<file path="src/rtl/ubs_pkg.sv">
// ---------------------------------------------------------------------------
// ubs_pkg
// Shared definitions for the unary-bitstream readout blocks.
//   ubs_state_t : readout FSM state encoding (IDLE / RUN / HOLD)
//   bip_offset  : bipolar offset 2^(width-1) used to centre a count on zero
// ---------------------------------------------------------------------------
package ubs_pkg;

  typedef enum logic [1:0] {
    IDLE = 2'd0,
    RUN  = 2'd1,
    HOLD = 2'd2
  } ubs_state_t;

  // Half of a 2^width window: the count that maps to bipolar zero.
  function automatic int unsigned bip_offset(input int unsigned width);
    return 32'd1 << (width - 1);
  endfunction

endpackage

</file>
<file path="src/rtl/ubs_ones_cnt.sv">
// ---------------------------------------------------------------------------
// ubs_ones_cnt
// Sample counter (WIDTH bits) and ones counter (WIDTH+1 bits) for one window.
// Ports:
//   clk, rst_n : clock, asynchronous active-low reset
//   i_clr      : synchronous clear of both counters (priority over i_en)
//   i_en       : count this sample
//   i_bit      : sample value added to the ones counter when enabled
//   o_ones     : current ones count (0 .. 2^WIDTH)
//   o_last     : sample counter is at 2^WIDTH-1, next enabled sample is final
// ---------------------------------------------------------------------------
module ubs_ones_cnt #(
  parameter int WIDTH = 8
) (
  input  logic             clk,
  input  logic             rst_n,
  input  logic             i_clr,
  input  logic             i_en,
  input  logic             i_bit,
  output logic [WIDTH:0]   o_ones,
  output logic             o_last
);

  logic [WIDTH-1:0] r_samp;
  logic [WIDTH:0]   r_ones;

  always_ff @(posedge clk or negedge rst_n) begin
    if (!rst_n) begin
      r_samp <= '0;
      r_ones <= '0;
    end else if (i_clr) begin
      r_samp <= '0;
      r_ones <= '0;
    end else if (i_en) begin
      r_samp <= r_samp + 1'b1;
      r_ones <= r_ones + {{WIDTH{1'b0}}, i_bit};
    end
  end

  assign o_ones = r_ones;
  assign o_last = &r_samp;

endmodule

</file>
<file path="src/rtl/ubs2bin_window.sv">
// ---------------------------------------------------------------------------
// ubs2bin_window
// Counts ones in a unary bitstream over 2^WIDTH valid samples and presents the
// count (unipolar or bipolar two's complement) through a valid/ready handshake.
// Ports:
//   clk, rst_n : clock, asynchronous active-low reset
//   in         : bitstream sample
//   in_valid   : sample is countable this cycle
//   start      : begin a new window (IDLE, or HOLD together with out_ready)
//   busy       : high while a window is being collected (RUN)
//   out_data   : WIDTH+1 bit result, stable while out_valid is high
//   out_valid  : result available
//   out_ready  : consumer takes the result
// ---------------------------------------------------------------------------
module ubs2bin_window
  import ubs_pkg::*;
#(
  parameter int WIDTH   = 8,
  parameter int BIPOLAR = 0
) (
  input  logic             clk,
  input  logic             rst_n,
  input  logic             in,
  input  logic             in_valid,
  input  logic             start,
  output logic             busy,
  output logic [WIDTH:0]   out_data,
  output logic             out_valid,
  input  logic             out_ready
);

  localparam logic [WIDTH:0] BIP_OFS = (WIDTH+1)'(bip_offset(WIDTH));

  ubs_state_t     r_state;
  ubs_state_t     w_state_next;
  logic           r_busy;
  logic           r_out_valid;
  logic [WIDTH:0] r_out_data;

  logic           w_clr;
  logic           w_en;
  logic           w_final;
  logic           w_last;
  logic [WIDTH:0] w_ones;
  logic [WIDTH:0] w_ones_final;
  logic [WIDTH:0] w_result;

  ubs_ones_cnt #(.WIDTH(WIDTH)) u_cnt (
    .clk    (clk),
    .rst_n  (rst_n),
    .i_clr  (w_clr),
    .i_en   (w_en),
    .i_bit  (in),
    .o_ones (w_ones),
    .o_last (w_last)
  );

  // State register
  always_ff @(posedge clk or negedge rst_n) begin
    if (!rst_n) r_state <= IDLE;
    else        r_state <= w_state_next;
  end

  // Next-state logic
  always_comb begin
    w_state_next = r_state;
    case (r_state)
      IDLE: if (start) w_state_next = RUN;
      RUN:  if (w_final) w_state_next = HOLD;
      HOLD: if (out_ready) w_state_next = start ? RUN : IDLE;
      default: w_state_next = IDLE;
    endcase
  end

  // Control outputs of the FSM
  always_comb begin
    w_clr   = 1'b0;
    w_en    = 1'b0;
    w_final = 1'b0;
    case (r_state)
      IDLE: w_clr = start;
      RUN: begin
        w_en    = in_valid;
        w_final = in_valid & w_last;
      end
      HOLD: w_clr = out_ready & start;
      default: ;
    endcase
  end

  // The final sample is still in flight to the counter, so fold it in here.
  assign w_ones_final = w_ones + {{WIDTH{1'b0}}, in};

  // Bipolar: subtracting half the window in WIDTH+1 bits yields the
  // two's-complement value directly (range -2^(W-1) .. +2^(W-1) fits).
  generate
    if (BIPOLAR != 0) begin : g_bip
      assign w_result = w_ones_final - BIP_OFS;
    end else begin : g_uni
      assign w_result = w_ones_final;
    end
  endgenerate

  // Registered outputs, derived from the next state so they track it exactly.
  always_ff @(posedge clk or negedge rst_n) begin
    if (!rst_n) begin
      r_busy      <= 1'b0;
      r_out_valid <= 1'b0;
      r_out_data  <= '0;
    end else begin
      r_busy      <= (w_state_next == RUN);
      r_out_valid <= (w_state_next == HOLD);
      if (w_final) r_out_data <= w_result;
    end
  end

  assign busy      = r_busy;
  assign out_valid = r_out_valid;
  assign out_data  = r_out_data;

endmodule
</file>
<file path="config.mk">
export PLATFORM = sky130hd
export DESIGN_NAME = ubs2bin_window
export DESIGN_NICKNAME = d
export VERILOG_FILES = /design/src/rtl/ubs_pkg.sv /design/src/rtl/ubs_ones_cnt.sv /design/src/rtl/ubs2bin_window.sv
export SDC_FILE = /design/constraint.sdc
export NUM_CORES = 1
export LEC_CHECK = 0
export BUFFER_PORTS_ARGS = -buffer_cell sky130_fd_sc_hd__buf_2
export CAP_MARGIN = 20
export CORE_ASPECT_RATIO = 2
export CORE_MARGIN = 2
export CORE_UTILIZATION = 47
export DETAILED_ROUTE_END_ITERATION = 7
export GPL_TIMING_DRIVEN = 0
export PLACE_DENSITY_LB_ADDON = 0.3
export SLEW_MARGIN = 20
export SYNTH_ARGS = -nofsm -noshare
export SYNTH_HDL_FRONTEND = slang
export SYNTH_SLANG_ARGS = --single-unit
</file>
<file path="constraint.sdc">
create_clock -name clk -period 1.4 [get_ports clk]
set_clock_uncertainty 0.15 [all_clocks]
set_input_delay 0.14 -clock clk [delete_from_list [all_inputs] [get_ports clk]]
set_output_delay 0.14 -clock clk [all_outputs]
set_load 0.05 [all_outputs]
</file>
==> flow_summary.json <==
{
  "synth_most_common_cell": "dfrtp_1",
  "setup_viol_count_final": 29,
  "drt-pass1-iter-count": 4,
  "synth_nets": 143,
  "die_y_um": 81.29,
  "fin_crit_ns": 1.614,
  "timing.fmax_mhz": 619.5,
  "setup_ws_ns": -0.2142,
  "seq_area_frac_synth_pct": 53.48,
  "grt_pass1_vias": 1267,
  "status": "finished, violations left",
  "io_buffers": 16,
  "cp.required_ns": 1.42,
  "grt_antenna_before_repair": 0,
  "diodes": 0,
  "layout-drive-gt1-share_pct": 45.76,
  "slew-limit-headroom_pct": 53.67,
  "dp_hpwl_mm": 2.126,
  "vdd_drop_max_v": 0.0009999,
  "path_common_cell": "buf_6",
  "areaGrowthSynthToFinish_pct": 40.29,
  "startpoint_type": "flip-flop",
  "wl_per_cell_um": 18.70,
  "fin_nets": 185,
  "yosysTopAreaCell": "dfrtp_1",
  "grt_pass1_wl_mm": 6.058,
  "grt_max_degree": 31,
  "cap_violations": 0,
  "path_cells": "and4b_1 -> buf_6 -> nand4_4 -> buf_6 -> mux2_4",
  "wl_mm": 3.871,
  "synthTopCellsByCount": "30 x dfrtp_1, 16 x o21ai_0, 15 x nand2_1",
  "place_area_sq_um": 1559,
  "end_kind": "flip-flop",
  "cts_tree": "done",
  "maxSlewViolCount": 0,
  "synth.distinct_cells": 32,
  "hold_viol": 0,
  "cts_buffer_depth": 2,
  "core_area_sq_um": 2908,
  "cp_slowest_cell": "dfrtp_1",
  "io_pins": 17,
  "tightestPinTransition_ns": 0.6949,
  "cp_max_fo": 6,
  "cpPeakStageDelay_ns": 0.40,
  "power.density_nw_per_um2": 1165,
  "htree_levels": 2,
  "drc_errors": 0,
  "netlist_instances": 134,
  "synth_top_area_share_pct": 53.48,
  "grt_util_all_layers_pct": 23.35,
  "synth-async-reset-ratio_pct": 100.0,
  "num_rows": 28,
  "syn_avg_cell_area_sq_um": 10.48,
  "clock_sinks": 30,
  "worstSkewPairLatency_ns": 0.28,
  "numCtsBuffers": 5,
  "syn_area_sq_um": 1404,
  "dr_total_vias": 1216,
  "via_per_inst": 5.874,
  "initial_core_util_pct": 48.28,
  "tns_ns": -4.051,
  "crit_type": "flip-flop to flip-flop",
  "fin_crit_sh_pct": 115.3,
  "path_clk_slew_ns": 0.07,
  "violations": "setup timing",
  "ys_warn_count": 0,
  "min_path_type": "input port to flip-flop",
  "rsz0062_at_grt": "yes",
  "final_area_sq_um": 1969,
  "totalPowerFinal_mw": 2.294,
  "rrSetupSlack_ns": -0.21,
  "synthTopCellsByArea": "dfrtp_1 53%, xor2_1 6.2%, o21ai_0 5.7%",
  "clock-root-buffer": "clkbuf_8",
  "p_leak_nw": 0.9416,
  "gr-total-overflow": 0,
  "die_w_um": 42.65,
  "drt_iter0_drc": 25,
  "ys.flop_type": "dfrtp_1",
  "gp_congestion": 0.8284,
  "synth_seq_cells": 30,
  "die_area_sq_um": 3467,
  "synth-edff-count": 0,
  "critPathArrivalTime_ns": 1.63,
  "antenna_left": 0
}
==> worst max-delay path, delay by kind of cell (launching register included) <==
family,cells,cell delay [ns]
buffers and inverters,2,0.28
flip-flops,1,0.40
AND/OR/NAND/NOR,2,0.37
multiplexers,1,0.29
==> kinds of logic after synthesis <==
group           Yosys count  share of synthesized area, %
compound gates           30                         12.74
xor+xnor                 13                         8.111
fa+ha+maj                 3                         2.674
buf+inv                  10                         3.832
flops                    30                         53.48
mux                       2                         2.139
simple gates             46                         17.02
==> state kept, by name, indices dropped and copies added, names as in the netlist <==
name / cells
r_state: 2
u_cnt.r_samp: 8
out_valid: 1
u_cnt.o_ones: 9
out_data: 9
busy: 1
==> through the flow <==
stage	hold WS (ns)	instances	setup slack, ns	util, %
floorplan	-0.3056	134	-0.1717	-
global placement	0.05057	180	-0.2391	53.61
detailed placement	0.06040	180	-0.2563	53.61
CTS	0.09829	201	-0.1783	64.54
global route	0.1218	207	-0.2621	67.73
finish	0.1145	207	-0.2142	67.73
==> repair_timing <==
item / CTS / global route
hold buffers: 1 / 0
endpoints found under the setup margin: 30 / 30
pin swaps: 9 / 5
hold endpoints to repair: 30 / 0
gates cloned: 1 / 1
setup buffers: 12 / 5
gates resized for setup: 38 / 17
==> layout make-up <==
cell class	instances	area, sq um
fillers	221	938.4
multi-input cells	94	758.2
flip-flops and latches	30	753.2
repair buffers	36	252.7
clock buffers	6	82.58
plain buffers	6	61.31
well taps	30	37.54
clock inverters	2	12.51
inverters	3	11.26
==> routing by layer <==
layer	share of wire, %	track usage (%)	vias to the layer above
met2	60	43.79	38
met1	36	24.36	609
met4	1.1	10.00	0
li1	-	-	557
met3	3.4	4.444	12
met5	0	0	-
==> worst paths after layout <==
| kind | startpoint | endpoint | depth (start not counted) |
|---|---|---|---|
| hold reg to reg | out_data[4]$_DFFE_PN0P_ | out_data[4]$_DFFE_PN0P_ | 2 |
| max in group asynchronous | rst_n | u_cnt.o_ones[4]$_DFFE_PN0P_ | 2 |
| setup reg to reg | r_state[1]$_DFF_PN0_ | out_data[0]$_DFFE_PN0P_ | 5 |
| setup / recovery | r_state[1]$_DFF_PN0_ | out_data[0]$_DFFE_PN0P_ | 5 |
| min in group asynchronous | rst_n | out_data[8]$_DFFE_PN0P_ | 2 |
| hold / removal | in | out_data[0]$_DFFE_PN0P_ | 3 |
==> cells in the final DEF (no fill, tap or decap), types with 2 or more instances in the layout <==
master and n:
o21a_1 2, o21ai_2 9, a22o_1 3, a21oi_2 2, xor2_1 9, buf_6 7
inv_1 3, o21ai_1 4, a22oi_1 2, clkbuf_8 6, dfrtp_2 2, nand2_1 15
ha_4 2, buf_2 17, nand3_2 2, o31ai_2 2, nor2_1 9, buf_4 16
mux2_4 2, nand4_1 2, and3_4 2, o21ai_0 2, dfrtp_1 28, xnor2_1 3
nand3_1 3, and3_1 2
==> where the power goes <==
part | switching (mW) | internal [mW] | leakage, nW
sequential | 0.111 | 0.956 | 0.398
clock | 0.335 | 0.394 | 0.0472
combinational | 0.241 | 0.256 | 0.496
total | 0.687 | 1.61 | 0.942
Note: power is estimated with default switching activity, not from simulation.
